### config.mk
export PLATFORM = sky130hd
export DESIGN_NAME = iq_scheduler
export DESIGN_NICKNAME = d
export VERILOG_FILES = /design/src/rtl/iq_scheduler.sv
export SDC_FILE = /design/constraint.sdc
export NUM_CORES = 1
export LEC_CHECK = 0
export CORE_MARGIN = 2
export CORE_UTILIZATION = 35
export DETAILED_ROUTE_END_ITERATION = 10
export HOLD_SLACK_MARGIN = 0.08
export PLACE_DENSITY_LB_ADDON = 0.12
export SYNTH_ARGS = -nofsm -noshare
export SYNTH_HDL_FRONTEND = slang
export SYNTH_SLANG_ARGS = --single-unit
### constraint.sdc
create_clock -name CLK -period 12.27 [get_ports CLK]
set_input_delay 1.8405 -clock CLK [delete_from_list [all_inputs] [get_ports CLK]]
set_output_delay 1.8405 -clock CLK [all_outputs]
set_load 0.03 [all_outputs]
### src/rtl/iq_scheduler.sv
// iq_scheduler -- issue queue between the Rename Queue (RQ) and execute.
//
// A collapsing queue of renamed instructions: entry 0 is always the oldest and
// valid entries are packed from index 0, so "valid" is simply index < count.
// Writeback tag broadcasts wake source operands. Each cycle the oldest entry
// with both sources ready is moved into a single issue register, which holds
// under STALL_IN_EX.
//
// Optional build macro SCHED_WB_BYPASS_EN: when defined, select also treats a
// source as ready if it matches the writeback tag of the current cycle, which
// saves one cycle of wakeup-to-issue latency.
//
// Ports:
//   CLK, RESET (async, active-low), FLUSH (sync clear of queue + issue reg)
//   disp_*        : dispatch from RQ (payload, src tags/ready, dst tag)
//   STALL_OUT_RQ  : queue full, RQ must hold its instruction
//   wb_valid/tag  : writeback tag broadcast
//   STALL_IN_EX   : execute cannot accept the issue register this cycle
//   issue_*       : issue register (valid, payload, dst tag)
//   count         : occupied queue entries, issue register excluded
module iq_scheduler #(
  parameter  int DEPTH     = 8,
  parameter  int TAG_W     = 6,
  parameter  int PAYLOAD_W = 64,
  localparam int CW        = $clog2(DEPTH + 1),
  localparam int IW        = $clog2(DEPTH)
) (
  input  logic                 CLK,
  input  logic                 RESET,
  input  logic                 FLUSH,
  input  logic                 disp_valid,
  input  logic [PAYLOAD_W-1:0] disp_payload,
  input  logic [TAG_W-1:0]     disp_src1_tag,
  input  logic                 disp_src1_rdy,
  input  logic [TAG_W-1:0]     disp_src2_tag,
  input  logic                 disp_src2_rdy,
  input  logic [TAG_W-1:0]     disp_dst_tag,
  output logic                 STALL_OUT_RQ,
  input  logic                 wb_valid,
  input  logic [TAG_W-1:0]     wb_tag,
  input  logic                 STALL_IN_EX,
  output logic                 issue_valid,
  output logic [PAYLOAD_W-1:0] issue_payload,
  output logic [TAG_W-1:0]     issue_dst_tag,
  output logic [CW-1:0]        count
);

  // Queue entry storage (validity is implied by r_count)
  logic [PAYLOAD_W-1:0] r_pay   [DEPTH];
  logic [TAG_W-1:0]     r_s1tag [DEPTH];
  logic [TAG_W-1:0]     r_s2tag [DEPTH];
  logic [TAG_W-1:0]     r_dst   [DEPTH];
  logic [DEPTH-1:0]     r_s1rdy;
  logic [DEPTH-1:0]     r_s2rdy;

  logic [CW-1:0]        r_count;
  logic                 r_iss_vld;
  logic [PAYLOAD_W-1:0] r_iss_pay;
  logic [TAG_W-1:0]     r_iss_dst;

  logic [PAYLOAD_W-1:0] w_pay_n   [DEPTH];
  logic [TAG_W-1:0]     w_s1tag_n [DEPTH];
  logic [TAG_W-1:0]     w_s2tag_n [DEPTH];
  logic [TAG_W-1:0]     w_dst_n   [DEPTH];
  logic [DEPTH-1:0]     w_s1rdy_n;
  logic [DEPTH-1:0]     w_s2rdy_n;

  logic [DEPTH-1:0]     w_s1_sel;
  logic [DEPTH-1:0]     w_s2_sel;
  logic [DEPTH-1:0]     w_cand;
  logic [IW-1:0]        w_win;
  logic                 w_any;
  logic                 w_load;
  logic                 w_remove;
  logic                 w_full;
  logic                 w_accept;
  logic [CW-1:0]        w_widx;
  logic [CW-1:0]        w_count_n;

  // Full flag comes from registered count only; it stays up for a cycle even
  // when an entry leaves in the same cycle.
  assign w_full       = (r_count == CW'(DEPTH));
  assign w_accept     = disp_valid && !w_full;
  assign w_load       = !r_iss_vld || !STALL_IN_EX;
  assign w_remove     = w_load && w_any;
  assign w_widx       = r_count - CW'(w_remove);
  assign w_count_n    = r_count + CW'(w_accept) - CW'(w_remove);

  // Select: oldest (lowest index) entry with both sources ready
  always_comb begin
    w_win = '0;
    w_any = 1'b0;
    for (int i = 0; i < DEPTH; i++) begin
`ifdef SCHED_WB_BYPASS_EN
      w_s1_sel[i] = r_s1rdy[i] || (wb_valid && (wb_tag == r_s1tag[i]));
      w_s2_sel[i] = r_s2rdy[i] || (wb_valid && (wb_tag == r_s2tag[i]));
`else
      w_s1_sel[i] = r_s1rdy[i];
      w_s2_sel[i] = r_s2rdy[i];
`endif
      w_cand[i] = (i < int'(r_count)) && w_s1_sel[i] && w_s2_sel[i];
    end
    for (int i = DEPTH - 1; i >= 0; i--) begin
      if (w_cand[i]) begin
        w_win = IW'(i);
        w_any = 1'b1;
      end
    end
  end

  // Next queue image: collapse over the winner, apply wakeup, then insert the
  // dispatched instruction at the (post-collapse) tail.
  always_comb begin
    for (int i = 0; i < DEPTH; i++) begin
      if (w_remove && (i >= int'(w_win))) begin
        w_pay_n[i]   = r_pay[(i < DEPTH - 1) ? i + 1 : i];
        w_s1tag_n[i] = r_s1tag[(i < DEPTH - 1) ? i + 1 : i];
        w_s2tag_n[i] = r_s2tag[(i < DEPTH - 1) ? i + 1 : i];
        w_dst_n[i]   = r_dst[(i < DEPTH - 1) ? i + 1 : i];
        w_s1rdy_n[i] = r_s1rdy[(i < DEPTH - 1) ? i + 1 : i];
        w_s2rdy_n[i] = r_s2rdy[(i < DEPTH - 1) ? i + 1 : i];
      end else begin
        w_pay_n[i]   = r_pay[i];
        w_s1tag_n[i] = r_s1tag[i];
        w_s2tag_n[i] = r_s2tag[i];
        w_dst_n[i]   = r_dst[i];
        w_s1rdy_n[i] = r_s1rdy[i];
        w_s2rdy_n[i] = r_s2rdy[i];
      end
      w_s1rdy_n[i] = w_s1rdy_n[i] || (wb_valid && (wb_tag == w_s1tag_n[i]));
      w_s2rdy_n[i] = w_s2rdy_n[i] || (wb_valid && (wb_tag == w_s2tag_n[i]));
      if (w_accept && (i == int'(w_widx))) begin
        w_pay_n[i]   = disp_payload;
        w_s1tag_n[i] = disp_src1_tag;
        w_s2tag_n[i] = disp_src2_tag;
        w_dst_n[i]   = disp_dst_tag;
        w_s1rdy_n[i] = disp_src1_rdy || (wb_valid && (wb_tag == disp_src1_tag));
        w_s2rdy_n[i] = disp_src2_rdy || (wb_valid && (wb_tag == disp_src2_tag));
      end
    end
  end

  // Entry data: no reset needed, r_count alone decides which entries are live
  always_ff @(posedge CLK) begin
    r_pay   <= w_pay_n;
    r_s1tag <= w_s1tag_n;
    r_s2tag <= w_s2tag_n;
    r_dst   <= w_dst_n;
    r_s1rdy <= w_s1rdy_n;
    r_s2rdy <= w_s2rdy_n;
  end

  // Occupancy and issue register
  always_ff @(posedge CLK or negedge RESET) begin
    if (!RESET) begin
      r_count   <= '0;
      r_iss_vld <= 1'b0;
      r_iss_pay <= '0;
      r_iss_dst <= '0;
    end else if (FLUSH) begin
      r_count   <= '0;
      r_iss_vld <= 1'b0;
    end else begin
      r_count <= w_count_n;
      if (w_load) begin
        r_iss_vld <= w_any;
        if (w_any) begin
          r_iss_pay <= r_pay[w_win];
          r_iss_dst <= r_dst[w_win];
        end
      end
    end
  end

  assign STALL_OUT_RQ  = w_full;
  assign issue_valid   = r_iss_vld;
  assign issue_payload = r_iss_pay;
  assign issue_dst_tag = r_iss_dst;
  assign count         = r_count;

endmodule

==> results.ini <==
[status]
status=completed

[worst_setup_path]
worstPathMaxFanout=52
crit_buf_inv=3
path_cells=inv_1, ha_1, nor2b_1, o22ai_1, nor3_2, buf_4, a21oi_1, ha_1, ha_1, xor2_1, nand3_4, nand2_4, buf_4
critPathSlowestCell=buf_4
r2r_start=count[2]
crit_arrival_ns=6.36
start_kind=flop
endpoint_kind=flop
worstSetupPathType=reg2reg
cp.required_ns=12.55
cp_common_cell=ha_1
worstSetupStartpoint=count[2]
path_delay_family=simple AND/OR/NAND/NOR gates
max_stage_delay_ns=0.77

[drt]
wl_per_cell_um=23.6
drcViolationCount=0
routed_via_density=5.37
ant_nets=0
vias=27400
wl_mm=120
first_pass_iters=5
drtIter0Drc=2225

[sta]
rsz0062_at_grt=no
max_clock_freq_ghz=0.164
period_share_pct=49.5
clock_skew_ns=0.0292
setup_violations=0
hold_viol=0
tightestPinTransition_ns=1.13
fin_crit_ns=6.08
setup-tns-final_ns=0
maxSlewViolCount=0
slew_headroom_pct=24.8

[cts]
clk_latency_ns=0.67
cts.sinks=747
htreeDepth=3
post_cts_buffers=0
clkTransAtPathRegs_ns=0.06
cts-resized-gates=0
postCtsHoldBufs=0
cts_root_buf=clkbuf_16
cts_buffers=89
max-clock-path-buffers=3
cts_tree=yes

[logic_synthesis]
synth_warnings=0
ys.flop_type=edfxtp_1
synth_top_area_share_pct=46.5
synth.distinct_cells=71
synth_seq_cells=747
synth_commonest_cells=nand2_1 (1097), edfxtp_1 (572), mux2_2 (286)
netlist_instances=3578
async_flop_share_pct=10.0
synth-edff-count=572
yosys-top-cells-area=edfxtp_1 (46%), nand2_1 (11%), mux2_2 (8.7%)
ys_seq_area_share_pct=56.9
synth.net_count=3686
synth_area_leader_cell=edfxtp_1
syn_area_mm2=0.0370
yosysMostFrequentCell=nand2_1
postSynthAreaPerCell_um2=10.3

[die]
io_pins=172
start_util_pct=35.2
die_h_um=329
dieWidth_um=329
die_area_mm2=0.108
core_area_mm2=0.105
rows=119

[job]
maxCapViolations=0

[min_path]
hp-class=reg2reg
min-delay-start=r_s2rdy[0]

[finish]
drive_gt1_share_pct=14.1
finalNetCount=3736
fill_cells=10300
syn_to_final_growth_pct=16.3

[placement]
gp_congestion=0.790
port_buffers=171
dp_hpwl_mm=68.7

[global_routing]
grt_overflow=0
grt_pass1_vias=27200
grt_antenna_before_repair=10
grt_pass1_wl_mm=180
grt_max_degree=141
grt_usage_pct=22.0

==> final cells by class <==
class / count / area (um2) / area share [%]
clock buffer: 123 / 2490 / 5.78
clock inverter: 44 / 447 / 1.04
inverter: 21 / 78.8 / 0.183
timing repair buffer: 232 / 2190 / 5.10
tap: 1391 / 1740 / 4.05
sequential: 747 / 21100 / 49.0
antenna: 2 / 5.00 / 0.0116
multi-input combinational: 2537 / 15000 / 34.9
==> cell families after synthesis <==
group / synth area share (%)
AOI/OAI and AO/OA: 8.45
xor gates and xnor gates: 2.49
adders and majority gates: 0.426
buffers and inverters: 3.05
DFF: 56.9
muxes: 10.8
and+or+nand+nor: 17.8
==> through the flow <==
stage / instance area, um2 / std cells / utilization, % / hold slack, ns / worst slack (ns)
global route: 43000 / 5097 / 41.0 / 0.531 / 5.86
global placement: 40100 / 4928 / 38.2 / 0.481 / 5.64
finish: 43000 / 5097 / 41.0 / 0.503 / 6.19
floorplan: 37000 / 3578 / - / 0.463 / 2.61
CTS: 43000 / 5095 / 41.0 / 0.505 / 6.18
detailed placement: 40100 / 4928 / 38.2 / 0.496 / 5.61
==> layer usage <==
| layer | part of all wire (%) | up-vias | track usage, % |
|---|---|---|---|
| li1 | - | 12900 | - |
| met1 | 45 | 13600 | 30.2 |
| met2 | 48 | 731 | 36.7 |
| met3 | 5.2 | 148 | 3.08 |
| met4 | 1.8 | 10 | 5.42 |
| met5 | 0.050 | - | 0 |
==> registers in the layout (all words and copies together) (netlist names) <==
| register | flops |
|---|---|
| r_pay | 512 |
| issue_payload | 64 |
| r_dst | 48 |
| r_s1tag | 48 |
| r_s2tag | 48 |
| r_s1rdy | 8 |
| r_s2rdy | 8 |
| issue_dst_tag | 6 |
| count | 4 |
| issue_valid | 1 |
==> final timing paths <==
path,to,slack (ns),cells after the start
worst max-delay path,r_pay[142],6.19,13
worst min-delay path,r_s2rdy[0],0.50,2
worst max register to register,r_pay[142],6.19,13
worst min register to register,r_s2rdy[0],0.50,2
max in group asynchronous,issue_payload[26],10.01,2
min in group asynchronous,issue_payload[59],1.15,1
==> worst min-delay path: stages (launching register included) <==
cell and delay (ns):
dfxtp_1 0.30, o21ai_0 0.07, a31oi_1 0.08
==> cells in the final DEF, fill, tap and decap left out, types with 12 or more instances in the layout <==
cell type / synthesis / final
a211oi_1: 76 / 76
a21oi_1: 163 / 162
a311oi_1: 72 / 72
a31oi_1: 80 / 80
and3_1: 79 / 77
buf_4: 0 / 60
clkbuf_1: 214 / 22
clkbuf_16: 0 / 90
clkdlybuf4s50_1: 0 / 170
clkinv_1: 2 / 15
clkinv_2: 0 / 14
dfrtp_1: 75 / 75
dfxtp_1: 100 / 100
edfxtp_1: 572 / 572
inv_1: 15 / 15
mux2_2: 286 / 286
mux2i_1: 79 / 79
nand2_1: 1097 / 1085
nand2_4: 0 / 12
nand3_1: 153 / 149
nand4_1: 22 / 22
nor2_1: 174 / 174
nor3_1: 14 / 12
o21ai_0: 23 / 22
xnor2_1: 85 / 85
xor2_1: 20 / 20
Power is not shown: default switching activity piles up to over one toggle a cycle in this logic, so the estimate is an artifact.
